--- src/rtl/ibex_pkg.sv ---
// Shared definitions for the register-file write sequencer slice.
// Provides RF address widths, the write-back source enum and address helpers.
package ibex_pkg;

   localparam int unsigned RF_AW_RV32I = 5;
   localparam int unsigned RF_AW_RV32E = 4;

   typedef enum logic {
      WB_SRC_EX,
      WB_SRC_LSU
   } wb_src_e;

   // RV32E drops address bit 4 from every compare.
   function automatic logic [4:0] rf_addr_mask(
      input logic [4:0] a,
      input bit         rv32e
   );
      return rv32e ? {1'b0, a[RF_AW_RV32E-1:0]} : a;
   endfunction

   function automatic logic rf_addr_eq(
      input logic [4:0] a,
      input logic [4:0] b,
      input bit         rv32e
   );
      return rf_addr_mask(a, rv32e) == rf_addr_mask(b, rv32e);
   endfunction

   function automatic logic rf_addr_nz(
      input logic [4:0] a,
      input bit         rv32e
   );
      return rf_addr_mask(a, rv32e) != 5'd0;
   endfunction

endpackage

--- src/rtl/ibex_wb_load_fifo.sv ---
// In-order scoreboard of pending load destinations with a per-entry valid
// vector so every entry can be compared against operand/EX addresses at once.
// Ports: clk_i, rst_i (sync, high); push_i/pop_i with addr_i; head_o,
// full_o, empty_o; cmp_{a,b,ex}_i -> match_{a,b,ex}_o (x0 never matches).
module ibex_wb_load_fifo
   import ibex_pkg::*;
#(
   parameter bit          RV32E = 1'b0,
   parameter int unsigned Depth = 2
) (
   input  logic       clk_i,
   input  logic       rst_i,
   input  logic       push_i,
   input  logic       pop_i,
   input  logic [4:0] addr_i,
   output logic [4:0] head_o,
   output logic       full_o,
   output logic       empty_o,
   input  logic [4:0] cmp_a_i,
   input  logic [4:0] cmp_b_i,
   input  logic [4:0] cmp_ex_i,
   output logic       match_a_o,
   output logic       match_b_o,
   output logic       match_ex_o
);

   localparam int unsigned PW = (Depth > 1) ? $clog2(Depth) : 1;
   localparam int unsigned CW = $clog2(Depth + 1);

   logic [4:0]       addr_q [Depth];
   logic [Depth-1:0] valid_q;
   logic [PW-1:0]    wptr_q;
   logic [PW-1:0]    rptr_q;
   logic [CW-1:0]    cnt_q;
   logic             push_ok;
   logic             pop_ok;

   function automatic logic [PW-1:0] ptr_nxt(input logic [PW-1:0] p);
      return (p == PW'(Depth - 1)) ? '0 : p + PW'(1);
   endfunction

   assign full_o  = (cnt_q == CW'(Depth));
   assign empty_o = (cnt_q == '0);
   assign push_ok = push_i && !full_o;
   assign pop_ok  = pop_i && !empty_o;
   assign head_o  = addr_q[rptr_q];

   always_ff @(posedge clk_i) begin
      if (rst_i) begin
         valid_q <= '0;
         wptr_q  <= '0;
         rptr_q  <= '0;
         cnt_q   <= '0;
      end else begin
         if (pop_ok) begin
            valid_q[rptr_q] <= 1'b0;
            rptr_q          <= ptr_nxt(rptr_q);
         end
         if (push_ok) begin
            valid_q[wptr_q] <= 1'b1;
            wptr_q          <= ptr_nxt(wptr_q);
         end
         unique case ({push_ok, pop_ok})
            2'b10:   cnt_q <= cnt_q + CW'(1);
            2'b01:   cnt_q <= cnt_q - CW'(1);
            default: cnt_q <= cnt_q;
         endcase
      end
   end

   // Payload needs no reset: valid_q qualifies every use.
   always_ff @(posedge clk_i) begin
      if (push_ok) addr_q[wptr_q] <= addr_i;
   end

   always_comb begin
      match_a_o  = 1'b0;
      match_b_o  = 1'b0;
      match_ex_o = 1'b0;
      for (int i = 0; i < Depth; i++) begin
         if (valid_q[i]) begin
            if (rf_addr_eq(addr_q[i], cmp_a_i, RV32E))  match_a_o  = 1'b1;
            if (rf_addr_eq(addr_q[i], cmp_b_i, RV32E))  match_b_o  = 1'b1;
            if (rf_addr_eq(addr_q[i], cmp_ex_i, RV32E)) match_ex_o = 1'b1;
         end
      end
      match_a_o  = match_a_o && rf_addr_nz(cmp_a_i, RV32E);
      match_b_o  = match_b_o && rf_addr_nz(cmp_b_i, RV32E);
      match_ex_o = match_ex_o && rf_addr_nz(cmp_ex_i, RV32E);
   end

endmodule

--- src/rtl/ibex_rf_write_sequencer.sv ---
// Merges EX results and in-order load responses onto the single RF write
// port, holds EX back on WAW against pending loads, and flags ID hazards.
// Ports: clk_i, rst_i (sync, high); ex_* handshake; lsu_alloc_*/lsu_waddr_i;
// lsu_rvalid_i/rdata/err; raddr_{a,b}_i -> hazard_{a,b}_o; rf_* registered
// write port; proto_err_o sticky. Macro IBEX_RF_WB_FWD_EN adds fwd_* ports.
module ibex_rf_write_sequencer
   import ibex_pkg::*;
#(
   parameter bit          RV32E     = 1'b0,
   parameter int unsigned DataWidth = 32,
   parameter int unsigned LsuDepth  = 2
) (
   input  logic                 clk_i,
   input  logic                 rst_i,
   input  logic                 ex_valid_i,
   output logic                 ex_ready_o,
   input  logic [4:0]           ex_waddr_i,
   input  logic [DataWidth-1:0] ex_wdata_i,
   input  logic                 lsu_alloc_i,
   output logic                 lsu_alloc_rdy_o,
   input  logic [4:0]           lsu_waddr_i,
   input  logic                 lsu_rvalid_i,
   input  logic [DataWidth-1:0] lsu_rdata_i,
   input  logic                 lsu_err_i,
   input  logic [4:0]           raddr_a_i,
   input  logic [4:0]           raddr_b_i,
   output logic                 hazard_a_o,
   output logic                 hazard_b_o,
`ifdef IBEX_RF_WB_FWD_EN
   output logic                 fwd_a_o,
   output logic                 fwd_b_o,
   output logic [DataWidth-1:0] fwd_data_o,
`endif
   output logic [4:0]           rf_waddr_o,
   output logic [DataWidth-1:0] rf_wdata_o,
   output logic                 rf_we_o,
   output logic                 proto_err_o
);

   logic                 lsu_full;
   logic                 lsu_empty;
   logic                 lsu_pop;
   logic [4:0]           lsu_head;
   logic                 match_a;
   logic                 match_b;
   logic                 match_ex;
   logic                 ex_fire;
   wb_src_e              wb_src;
   logic                 wb_acc;
   logic                 wb_drop;
   logic [4:0]           wb_addr;
   logic [DataWidth-1:0] wb_data;
   logic                 wb_we;
   logic                 os_a;
   logic                 os_b;

   ibex_wb_load_fifo #(
      .RV32E (RV32E),
      .Depth (LsuDepth)
   ) u_load_fifo (
      .clk_i      (clk_i),
      .rst_i      (rst_i),
      .push_i     (lsu_alloc_i),
      .pop_i      (lsu_pop),
      .addr_i     (lsu_waddr_i),
      .head_o     (lsu_head),
      .full_o     (lsu_full),
      .empty_o    (lsu_empty),
      .cmp_a_i    (raddr_a_i),
      .cmp_b_i    (raddr_b_i),
      .cmp_ex_i   (ex_waddr_i),
      .match_a_o  (match_a),
      .match_b_o  (match_b),
      .match_ex_o (match_ex)
   );

   // No pop-through: a full scoreboard refuses allocation even on a pop.
   assign lsu_alloc_rdy_o = !lsu_full;
   assign lsu_pop         = lsu_rvalid_i && !lsu_empty;
   assign ex_ready_o      = !lsu_rvalid_i && !match_ex;
   assign ex_fire         = ex_valid_i && ex_ready_o;
   assign wb_src          = lsu_rvalid_i ? WB_SRC_LSU : WB_SRC_EX;

   always_comb begin
      wb_acc  = 1'b0;
      wb_drop = 1'b0;
      wb_addr = ex_waddr_i;
      wb_data = ex_wdata_i;
      unique case (wb_src)
         WB_SRC_LSU: begin
            wb_acc  = lsu_pop;
            wb_drop = lsu_err_i;
            wb_addr = lsu_head;
            wb_data = lsu_rdata_i;
         end
         WB_SRC_EX: begin
            wb_acc = ex_fire;
         end
         default: ;
      endcase
   end

   // x0 writes still retire the transaction but never strobe the RF.
   assign wb_we = wb_acc && !wb_drop && rf_addr_nz(wb_addr, RV32E);

   always_ff @(posedge clk_i) begin
      if (rst_i) begin
         rf_we_o     <= 1'b0;
         rf_waddr_o  <= '0;
         rf_wdata_o  <= '0;
         proto_err_o <= 1'b0;
      end else begin
         rf_we_o <= wb_we;
         if (wb_acc) begin
            rf_waddr_o <= rf_addr_mask(wb_addr, RV32E);
            rf_wdata_o <= wb_data;
         end
         if (lsu_rvalid_i && lsu_empty) proto_err_o <= 1'b1;
      end
   end

   assign os_a = rf_we_o && rf_addr_eq(rf_waddr_o, raddr_a_i, RV32E);
   assign os_b = rf_we_o && rf_addr_eq(rf_waddr_o, raddr_b_i, RV32E);

`ifdef IBEX_RF_WB_FWD_EN
   // Output-stage value is bypassed, so only pending loads stall ID.
   assign hazard_a_o = match_a;
   assign hazard_b_o = match_b;
   assign fwd_a_o    = os_a;
   assign fwd_b_o    = os_b;
   assign fwd_data_o = rf_wdata_o;
`else
   assign hazard_a_o = rf_addr_nz(raddr_a_i, RV32E) && (match_a || os_a);
   assign hazard_b_o = rf_addr_nz(raddr_b_i, RV32E) && (match_b || os_b);
`endif

endmodule

--- config.mk ---
export PLATFORM = sky130hd
export DESIGN_NAME = ibex_rf_write_sequencer
export DESIGN_NICKNAME = d
export VERILOG_FILES = /design/src/rtl/ibex_pkg.sv /design/src/rtl/ibex_wb_load_fifo.sv /design/src/rtl/ibex_rf_write_sequencer.sv
export SDC_FILE = /design/constraint.sdc
export NUM_CORES = 1
export LEC_CHECK = 0
export ABC_AREA = 1
export CORE_ASPECT_RATIO = 0.9
export CORE_UTILIZATION = 45
export CTS_CLUSTER_DIAMETER = 40
export DETAILED_ROUTE_END_ITERATION = 7
export DONT_BUFFER_PORTS = 1
export HOLD_SLACK_MARGIN = 0.02
export PLACE_DENSITY = 0.64
export SYNTH_ARGS = -nofsm -noshare
export SYNTH_HDL_FRONTEND = slang
export SYNTH_SLANG_ARGS = --single-unit
--- constraint.sdc ---
create_clock -name clk_i -period 1.7 [get_ports clk_i]
set_input_delay 0.51 -clock clk_i [delete_from_list [all_inputs] [get_ports clk_i]]
set_output_delay 0.51 -clock clk_i [all_outputs]
set_load 0.02 [all_outputs]
**Yosys cells after proc, flatten, opt, wreduce, memory -nomap -nowiden**

Memory sizes are Yosys's and may differ from the RTL's. A register that Yosys moved wholly into a read port is not among the register bits.
Index checks and enable logic that the tools add are counted.

- Bits of input ports: 90
- Memories kept: 1
- Logic and storage cells: 93
- Bits in writable memories: 10
- Register bits: 45

- Reduce and logical (&&, ||, !) cells: 30
- Bitwise logic cells: 4
- Order comparisons: 4
- Add/subtract/negate cells: 4
- Equality and inequality tests: 11
- Multiplexer cells: 31

Memories:

| name | depth | bits a word | rd ports | clocked after memory_dff | write ports | line | RTL |
|---|---|---|---|---|---|---|---|
| u_load_fifo.addr_q | 2 | 5 | 3 | 1 | 1 | ibex_wb_load_fifo.sv:30 | `logic [4:0] addr_q [Depth];` |

Operators by type and width:

| cell | count |
|---|---|
| == test 5 bit | 8 |
| two-way mux 32 bit | 1 |
| two-way mux 1 bit | 22 |
| nonzero test 5 bit | 4 |
| logical AND 1 bit | 17 |
| two-way mux 2 bit | 3 |
| zero test 1 bit | 5 |
| two-way mux 5 bit | 1 |
| == test 2 bit, second input constant | 2 |
| less-than comparator 1 x 2 -> 1 bit, second input constant | 2 |
| case mux 2 bit (2 select lines) | 1 |
| adder 1 bit, second input constant | 2 |
| adder 2 x 1 -> 2 bit, second input constant | 1 |
| AND 2 bit | 1 |
| demux 1 bit (select 1 bit) | 2 |
| == test 2 x 1 -> 1 bit, second input constant | 1 |
| greater-or-equal comparator 1 bit, second input constant | 2 |
| zero test 2 bit | 1 |
| logical OR 1 bit | 2 |
| NOT 2 bit | 1 |
| bitwise OR 2 bit | 1 |
| case mux 1 bit (2 select lines) | 1 |
| nonzero test 2 bit | 1 |
| subtractor 2 x 1 -> 2 bit, second input constant | 1 |
| NOT 1 bit | 1 |

**Depth between registers and ports, before layout**

Gate-level depths: netlist (run 1).

- Depth after elaboration: 12
- Gate-level depth with buffers: 14
- Depth with buffers taken out: 12

**Modules after synthesis**

Synthesis (run 1) repeated with hierarchy kept, for this count alone.

- Cells, all modules: 552
- Area total of the unflattened synthesis: 3291.9 um2

By module, submodules not included:

| module | area each (um2) | times used | seq. area each (um2) | cells each |
|---|---|---|---|---|
| ibex_rf_write_sequencer | 2068.2 | 1 | 780.7 | 347 |
| ibex_wb_load_fifo | 1223.7 | 1 | 440.4 | 205 |

**Worst setup path before layout (run 1)**

Ideal clock, no wire load.

- Path type: in2out
- From: in lsu_rvalid_i
- To: out ex_ready_o
- Required time: 1190 ps
- Cell stages on the path: 3
- Path slack: -93 ps
- Buffers on the path: 2
- Data arrival time: 1283 ps
- Cell sequence: buf_2 -> clkbuf_1 -> a21oi_1

- Longest elaborated chain between the ends: 2

RTL lines:

| item | line | RTL |
|---|---|---|
| from (decl) | ibex_rf_write_sequencer.sv:22 | `input logic lsu_rvalid_i,` |
| zero test 1 bit | ibex_rf_write_sequencer.sv:80 | `assign ex_ready_o = !lsu_rvalid_i && !match_ex;` |
| logical AND 1 bit | ibex_rf_write_sequencer.sv:80 |  |
| to (decl) | ibex_rf_write_sequencer.sv:16 | `output logic ex_ready_o,` |

No other way between the ends.

==> results of run 1 <==
==> through the flow <==
step           area (µm²)  total power (µW)  setup slack, ns  TNS, ns  util (%)
4_1_cts              3450              3790           -0.332   -0.993      52.5
6_report             3630              3980           -0.369    -3.12      55.1
2_1_floorplan        3080              2760           0.0122        0         -
5_1_grt              3630              4250           -0.465    -7.98      55.1
3_3_place_gp         3340              3030          -0.0480  -0.0846      50.7
3_5_place_dp         3340              3060          -0.0728   -0.152      50.7
==> area by class of cell <==
type	instances	area, µm²	share of cell area (%)
timing repair buffer	35	382	10.5
inverter	35	131	3.62
sequential	56	1220	33.6
clock buffer	5	68.8	1.90
multi-input combinational	330	1690	46.7
tap	90	113	3.10
clock inverter	3	20.0	0.552
==> metal layers <==
| metal | routed length [µm] | global-route usage [%] | part of all wire (%) | up-vias |
|---|---|---|---|---|
| met1 | 3540 | 26.5 | 44 | 1305 |
| met3 | 660 | 5.34 | 8.2 | 14 |
| li1 | - | - | - | 1473 |
| met2 | 3730 | 34.0 | 46 | 124 |
| met4 | 94 | 5.08 | 1.2 | 0 |
| met5 | 0 | 0 | 0 | - |
==> cell families after synthesis <==
| group | share of synthesized area, % |
|---|---|
| xor+xnor | 1.42 |
| mux | 10.4 |
| flops | 39.7 |
| fa+ha+maj | 0.406 |
| buf+inv | 7.60 |
| compound gates | 11.6 |
| simple gates | 28.9 |
==> synthesized netlist by cell type, types with 2 or more instances <==
library cell,instances,share of area (%)
sky130_fd_sc_hd__nand2_1,118,14
sky130_fd_sc_hd__buf_2,4,0.65
sky130_fd_sc_hd__a21oi_1,23,3.7
sky130_fd_sc_hd__o21ai_0,21,3.4
sky130_fd_sc_hd__buf_6,4,1.5
sky130_fd_sc_hd__mux2i_1,32,10
sky130_fd_sc_hd__edfxtp_1,10,9.8
sky130_fd_sc_hd__dfxtp_1,46,30
sky130_fd_sc_hd__nand3_1,12,2.0
sky130_fd_sc_hd__xor2_1,4,1.1
sky130_fd_sc_hd__a221oi_1,4,1.1
sky130_fd_sc_hd__inv_1,28,3.4
sky130_fd_sc_hd__a211oi_1,2,0.49
sky130_fd_sc_hd__nor2_1,91,11
sky130_fd_sc_hd__inv_2,6,0.73
sky130_fd_sc_hd__clkbuf_1,8,0.98
sky130_fd_sc_hd__nor3_1,3,0.49
sky130_fd_sc_hd__o22ai_1,10,2.0
==> power groups by stage <==
| stage | clock, µW | sequential [µW] | combinational [µW] |
|---|---|---|---|
| after floorplan | 0 | 1970 | 797 |
| after CTS | 752 | 1960 | 1080 |
| after detailed placement | 0 | 1990 | 1070 |
| after global routing | 831 | 1990 | 1430 |
| final | 729 | 1960 | 1290 |
| after global placement | 0 | 1990 | 1040 |
==> registers in the layout (all words and copies together), names as in the netlist, named ones only <==
name,cells
u_load_fifo.wptr_q,1
rf_waddr_o,5
u_load_fifo.addr_q,10
rf_we_o,1
u_load_fifo.valid_q,2
u_load_fifo.cnt_q,2
proto_err_o,1
rf_wdata_o,32
u_load_fifo.rptr_q,1
==> worst max-delay path: stages (launching register included) <==
cell and delay [ns]:
sky130_fd_sc_hd__edfxtp_1 0.47, sky130_fd_sc_hd__buf_4 0.17, sky130_fd_sc_hd__nand2_1 0.05, sky130_fd_sc_hd__nand2_1 0.05
sky130_fd_sc_hd__nor2_1 0.10, sky130_fd_sc_hd__nand3_1 0.11, sky130_fd_sc_hd__nand2_2 0.09, sky130_fd_sc_hd__a21oi_2 0.06
sky130_fd_sc_hd__buf_4 0.16
==> final timing paths <==
kind,slack [ns],depth (start not counted),start,end
setup / recovery,-0.37,8,u_load_fifo.addr_q[1][4],ex_ready_o
hold / removal,0.26,1,rst_i,u_load_fifo.wptr_q
setup reg to reg,-0.09,13,u_load_fifo.addr_q[1][4],rf_wdata_o[2]
hold reg to reg,0.48,2,u_load_fifo.wptr_q,u_load_fifo.wptr_q
==> timing repair <==
item	CTS	global route
resized for setup	4	11
endpoints found under the hold margin	0	0
buffers inserted	2	0
endpoints found under the setup margin	12	41
hold buffers	0	0
pin swaps	7	1
gates cloned	0	6
==> flow_results.xml, run 1 <==
<?xml version="1.0" encoding="UTF-8"?>
<metrics>
  <group name="global_route">
    <metric name="antenna_found_initial" unit="">0</metric>
    <metric name="globalRouteTotalUtil" unit="%">20.5</metric>
    <metric name="vias_in_the_first_global_route" unit="">2467</metric>
    <metric name="grt_first_pass_wirelength" unit="mm">11.4</metric>
    <metric name="grt_start_max_net_pins" unit="">42</metric>
    <metric name="grt_remaining_overflow" unit="">0</metric>
  </group>
  <group name="clocking">
    <metric name="cts_max_level" unit="">2</metric>
    <metric name="worst_skew_pair.late_latency" unit="ns">0.31</metric>
    <metric name="cts.clk_slew.worst_paths" unit="ns">0.10</metric>
    <metric name="cts_buffer_depth" unit="">2</metric>
    <metric name="clock-sinks" unit="">56</metric>
    <metric name="cts_tree" unit="">done</metric>
    <metric name="cts_root_buffer" unit="">sky130_fd_sc_hd__clkbuf_8</metric>
    <metric name="cts_made_buffers" unit="">5</metric>
  </group>
  <group name="outcome">
    <metric name="failed_checks" unit="">negative setup slack</metric>
    <metric name="run_status" unit="">complete, but fails checks</metric>
  </group>
  <group name="pwr">
    <metric name="power_per_cell_area" unit="nW/µm²">1100</metric>
    <metric name="clock_power_share" unit="%">18.3</metric>
    <metric name="power.share.switching" unit="%">37.6</metric>
    <metric name="power.net_switching" unit="µW">1500</metric>
    <metric name="internal_power" unit="µW">2490</metric>
    <metric name="comb_power_share" unit="%">32.4</metric>
    <metric name="sequentialPowerShare" unit="%">49.3</metric>
    <metric name="power.leakage" unit="µW">0.00171</metric>
    <metric name="vdd_drop_max" unit="mV">0.471</metric>
  </group>
  <group name="die">
    <metric name="die_h" unit="µm">80.5</metric>
    <metric name="initial_utilization" unit="%">46.7</metric>
    <metric name="die_x" unit="µm">89.2</metric>
    <metric name="io-pin-count" unit="">133</metric>
    <metric name="design.core.area" unit="µm²">6590</metric>
    <metric name="rows" unit="">28</metric>
    <metric name="dieArea" unit="µm²">7180</metric>
  </group>
  <group name="yosys">
    <metric name="synth_seq_area_share" unit="%">39.7</metric>
    <metric name="synth.yosys.warnings" unit="">0</metric>
    <metric name="synth_top_flop_cell" unit="">sky130_fd_sc_hd__dfxtp_1</metric>
    <metric name="cells_after_synth" unit="">437</metric>
    <metric name="synth-seq-cells" unit="">56</metric>
    <metric name="post_synth_instance_area" unit="µm²">3080</metric>
    <metric name="avgSynthCellArea" unit="µm²">7.04</metric>
    <metric name="number_of_enable_flip_flop_cells_after_synthesis" unit="">10</metric>
    <metric name="synth_fp_nets" unit="">528</metric>
    <metric name="synthArstFlopShare" unit="%">0</metric>
    <metric name="netlist-cell-type-count" unit="">29</metric>
  </group>
  <group name="finish">
    <metric name="synthToLayoutAreaGrowth" unit="%">17.9</metric>
    <metric name="layout.cells.most_common" unit="">sky130_fd_sc_hd__nand2_1</metric>
    <metric name="count_of_fill_cells_added_during_filler_insertion" unit="">664</metric>
    <metric name="finish.cell_count_without_fillers" unit="">554</metric>
    <metric name="antenna_cells_inserted" unit="">0</metric>
    <metric name="nets" unit="">554</metric>
    <metric name="layout-drive-gt1-share" unit="%">14.0</metric>
    <metric name="final_cell_mix" unit="">117 x sky130_fd_sc_hd__nand2_1, 89 x sky130_fd_sc_hd__nor2_1, 46 x sky130_fd_sc_hd__dfxtp_1</metric>
  </group>
  <group name="placement">
    <metric name="place.port_buffers" unit="">0</metric>
    <metric name="numPlacedInstances" unit="">538</metric>
    <metric name="place_hpwl" unit="mm">5.83</metric>
    <metric name="finalWeightedCongestion" unit="">0.921</metric>
  </group>
  <group name="timing">
    <metric name="hold_ws" unit="ns">0.260</metric>
    <metric name="layout_worst_path_cycle_share" unit="%">122</metric>
    <metric name="fin_crit" unit="ns">2.07</metric>
    <metric name="final-max-slew-violation-count" unit="">0</metric>
    <metric name="post-route-worst-setup-slack" unit="ns">-0.369</metric>
    <metric name="rsz_0062_raised_after_global_routing" unit="">true</metric>
    <metric name="setup-violations-final" unit="">40</metric>
    <metric name="slew_headroom" unit="%">62.2</metric>
    <metric name="worst_tran_pin_value" unit="ns">0.565</metric>
    <metric name="hold_viol_final" unit="">0</metric>
    <metric name="timing.clock.skew" unit="ns">0.0177</metric>
    <metric name="clock.fmax" unit="MHz">483</metric>
  </group>
  <group name="routing">
    <metric name="route.antenna.remaining_nets" unit="">0</metric>
    <metric name="drc_errors" unit="">0</metric>
    <metric name="drt_pre_antenna_iters" unit="">4</metric>
    <metric name="vias" unit="">2916</metric>
    <metric name="route.detailed.vias_per_inst" unit="">5.26</metric>
    <metric name="routed_wl" unit="mm">8.02</metric>
    <metric name="route.detailed.wl_per_inst" unit="µm">14.5</metric>
    <metric name="detail_route.iter0.violations" unit="">135</metric>
  </group>
  <group name="setup_path">
    <metric name="worstSetupEndpointType" unit="">output port</metric>
    <metric name="critPathRequiredTime" unit="ns">1.19</metric>
    <metric name="worstPathMaxFanout" unit="">4</metric>
    <metric name="worstSetupPathType" unit="">reg -&gt; out</metric>
    <metric name="startpoint_type" unit="">register</metric>
    <metric name="arrival_time_at_the_worst_endpoint" unit="ns">1.56</metric>
  </group>
  <group name="job">
    <metric name="drv_cap" unit="">0</metric>
  </group>
  <group name="worst_hold_path">
    <metric name="holdCritPathClass" unit="">in -&gt; reg</metric>
  </group>
</metrics>
Power figures use the tool's default switching activity.
==> run 2: changes to the inputs <==
- CORE_MARGIN: default -> 2
==> run 2 against run 1 <==
  * The flow still finishes with violations (negative setup slack)
  * First-iteration DRC count increased by 39%
  * Clock-buffer cell count stayed put
  * Clock power is 1% higher
  * Design area down 0.72%
  * Fmax decreased by 6.5%
  * Wire length increased by 1.4%
  * Sequential power barely moved
  * Register-to-register slack better by 0.06 ns
  * Critical path type unchanged
==> flow_results.xml, run 2 (synthesized netlist as in run 1, its figures left out) <==
<?xml version="1.0" encoding="UTF-8"?>
<metrics>
  <group name="outcome">
    <metric name="run_status" unit="">complete, but fails checks</metric>
    <metric name="failed_checks" unit="">negative setup slack</metric>
  </group>
  <group name="clocking">
    <metric name="cts.clk_slew.worst_paths" unit="ns">0.10</metric>
    <metric name="ctsHoldBuffers" unit="">0</metric>
    <metric name="cts_made_buffers" unit="">5</metric>
    <metric name="worst_skew_pair.late_latency" unit="ns">0.31</metric>
    <metric name="clock-sinks" unit="">56</metric>
    <metric name="cts_tree" unit="">done</metric>
    <metric name="cts_buffer_depth" unit="">2</metric>
    <metric name="cts_max_level" unit="">2</metric>
    <metric name="cts_root_buffer" unit="">sky130_fd_sc_hd__clkbuf_8</metric>
  </group>
  <group name="timing">
    <metric name="setup-violations-final" unit="">39</metric>
    <metric name="post-route-worst-setup-slack" unit="ns">-0.512</metric>
    <metric name="slew_headroom" unit="%">75.2</metric>
    <metric name="rsz_0062_raised_after_global_routing" unit="">true</metric>
    <metric name="fin_crit" unit="ns">2.21</metric>
    <metric name="hold_viol_final" unit="">0</metric>
    <metric name="clock.fmax" unit="MHz">452</metric>
    <metric name="final-max-slew-violation-count" unit="">0</metric>
    <metric name="timing.clock.skew" unit="ns">0.0121</metric>
    <metric name="worst_tran_pin_value" unit="ns">0.368</metric>
    <metric name="final.setup.tns" unit="ns">-1.83</metric>
    <metric name="layout_worst_path_cycle_share" unit="%">130</metric>
  </group>
  <group name="finish">
    <metric name="total_area_of_sequential_cells" unit="µm²">1220</metric>
    <metric name="finish.cell_count_without_fillers" unit="">555</metric>
    <metric name="nets" unit="">555</metric>
    <metric name="antenna_cells_inserted" unit="">0</metric>
    <metric name="reg_top3" unit="">rf_wdata_o (32), u_load_fifo.addr_q (10), rf_waddr_o (5)</metric>
    <metric name="multiInputGateArea" unit="µm²">1670</metric>
    <metric name="count_of_fill_cells_added_during_filler_insertion" unit="">698</metric>
    <metric name="top_register" unit="">rf_wdata_o</metric>
    <metric name="synthToLayoutAreaGrowth" unit="%">17.1</metric>
    <metric name="final_cell_mix" unit="">116 x sky130_fd_sc_hd__nand2_1, 91 x sky130_fd_sc_hd__nor2_1, 45 x sky130_fd_sc_hd__dfxtp_1</metric>
    <metric name="layout.cells.most_common" unit="">sky130_fd_sc_hd__nand2_1</metric>
    <metric name="layout-drive-gt1-share" unit="%">14.0</metric>
    <metric name="largest_register_ff_count" unit="">32</metric>
  </group>
  <group name="routing">
    <metric name="route.antenna.remaining_nets" unit="">0</metric>
    <metric name="drc_errors" unit="">0</metric>
    <metric name="drt_pre_antenna_iters" unit="">4</metric>
    <metric name="routed_wl" unit="mm">8.13</metric>
    <metric name="detail_route.iter0.violations" unit="">187</metric>
    <metric name="route.detailed.wl_per_inst" unit="µm">14.7</metric>
    <metric name="route.detailed.vias_per_inst" unit="">5.24</metric>
    <metric name="vias" unit="">2908</metric>
  </group>
  <group name="die">
    <metric name="initial_utilization" unit="%">46.7</metric>
    <metric name="design.core.area" unit="µm²">6590</metric>
    <metric name="rows" unit="">28</metric>
    <metric name="dieArea" unit="µm²">7520</metric>
    <metric name="die_h" unit="µm">82.5</metric>
    <metric name="io-pin-count" unit="">133</metric>
    <metric name="die_x" unit="µm">91.2</metric>
  </group>
  <group name="setup_path">
    <metric name="slowest_delay" unit="ns">0.45</metric>
    <metric name="critical_path.top_delay_family" unit="">simple AND/OR/NAND/NOR gates</metric>
    <metric name="arrival_time_at_the_worst_endpoint" unit="ns">1.70</metric>
    <metric name="cp_cell_sequence" unit="">xor2_1 -&gt; nor3_1 -&gt; o2111ai_1 -&gt; nand3_1 -&gt; nand2_1 -&gt; inv_2</metric>
    <metric name="cp_num_buf_inv" unit="">1</metric>
    <metric name="startpoint_type" unit="">register</metric>
    <metric name="worstSetupEndpointType" unit="">output port</metric>
    <metric name="critPathRequiredTime" unit="ns">1.19</metric>
    <metric name="worstSetupPathType" unit="">reg -&gt; out</metric>
    <metric name="critPathSlowestCell" unit="">sky130_fd_sc_hd__edfxtp_1</metric>
    <metric name="worstPathMaxFanout" unit="">3</metric>
  </group>
  <group name="placement">
    <metric name="detailedPlace.worstSlack" unit="ns">-0.0782</metric>
    <metric name="place_hpwl" unit="mm">5.94</metric>
    <metric name="place.port_buffers" unit="">0</metric>
    <metric name="finalWeightedCongestion" unit="">0.914</metric>
    <metric name="numPlacedInstances" unit="">537</metric>
  </group>
  <group name="global_route">
    <metric name="antenna_found_initial" unit="">0</metric>
    <metric name="vias_in_the_first_global_route" unit="">2596</metric>
    <metric name="globalRouteTotalUtil" unit="%">20.4</metric>
    <metric name="grt_remaining_overflow" unit="">0</metric>
    <metric name="grt_first_pass_wirelength" unit="mm">12.3</metric>
    <metric name="grt_start_max_net_pins" unit="">42</metric>
  </group>
  <group name="pwr">
    <metric name="power.leakage" unit="µW">0.00170</metric>
    <metric name="power_per_cell_area" unit="nW/µm²">1090</metric>
    <metric name="vdd_drop_max" unit="mV">0.499</metric>
    <metric name="p_total" unit="µW">3940</metric>
  </group>
  <group name="worst_hold_path">
    <metric name="holdCritPathClass" unit="">in -&gt; reg</metric>
  </group>
  <group name="job">
    <metric name="drv_cap" unit="">0</metric>
  </group>
</metrics>
==> run 2: cell types whose count changed in the layout (fill, tap and decap cells not counted), sizes merged <==
cell      change
buf           +5
clkbuf        -3
clkinvlp      +1
inv           -1
nand2         -1
==> run 2: layer usage <==
layer | global-route usage (%) | vias to the layer above | share of wire, %
li1 | - | 1477 | -
met1 | 25.9 | 1289 | 42
met2 | 34.6 | 127 | 48
met3 | 5.72 | 15 | 8.2
met4 | 5.61 | 0 | 1.8
met5 | 0 | - | 0
==> run 2: where the power goes <==
part / switching [µW] / internal [µW]
Clock: 444 / 294
Combinational: 674 / 560
Sequential: 374 / 1590
Total: 1490 / 2450
==> run 2: path summary, 6_finish.rpt <==
check,endpoint,cells past startpoint,slack [ns],from
worst max register to register,rf_wdata_o[22],13,-0.03,u_load_fifo.addr_q[0][3]
worst min-delay path,u_load_fifo.wptr_q,1,0.25,rst_i
worst min register to register,u_load_fifo.wptr_q,2,0.49,u_load_fifo.wptr_q
worst max-delay path,hazard_b_o,6,-0.51,u_load_fifo.addr_q[0][2]
==> run 2: worst register-to-register path: cells and delay by family (launching register included) <==
kind	cells	cell delay, ns
and+or+nand+nor	11	0.88
DFF	1	0.47
buffers and inverters	2	0.34
==> run 2: timing repair <==
action                     CTS  global route
gates cloned                 2             1
resized for setup            8            10
buffers inserted             4             3
setup endpoints to repair   12            41
pin swaps                    1            11
==> run 2: layout make-up <==
type | count | share of cell area [%]
Clock buffer | 5 | 1.91
Clock inverter | 3 | 0.590
Inverter | 35 | 3.65
Multi-Input combinational cell | 329 | 46.4
Sequential cell | 56 | 33.9
Tap cell | 90 | 3.12
Timing Repair Buffer | 37 | 10.4
==> run 2: metrics by stage <==
step           area, µm²  utilization, %  hold slack, ns
2_1_floorplan       3080               -           0.453
3_3_place_gp        3320            50.4           0.467
3_5_place_dp        3320            50.4           0.473
4_1_cts             3520            53.5           0.240
5_1_grt             3600            54.7           0.227
6_report            3600            54.7           0.254
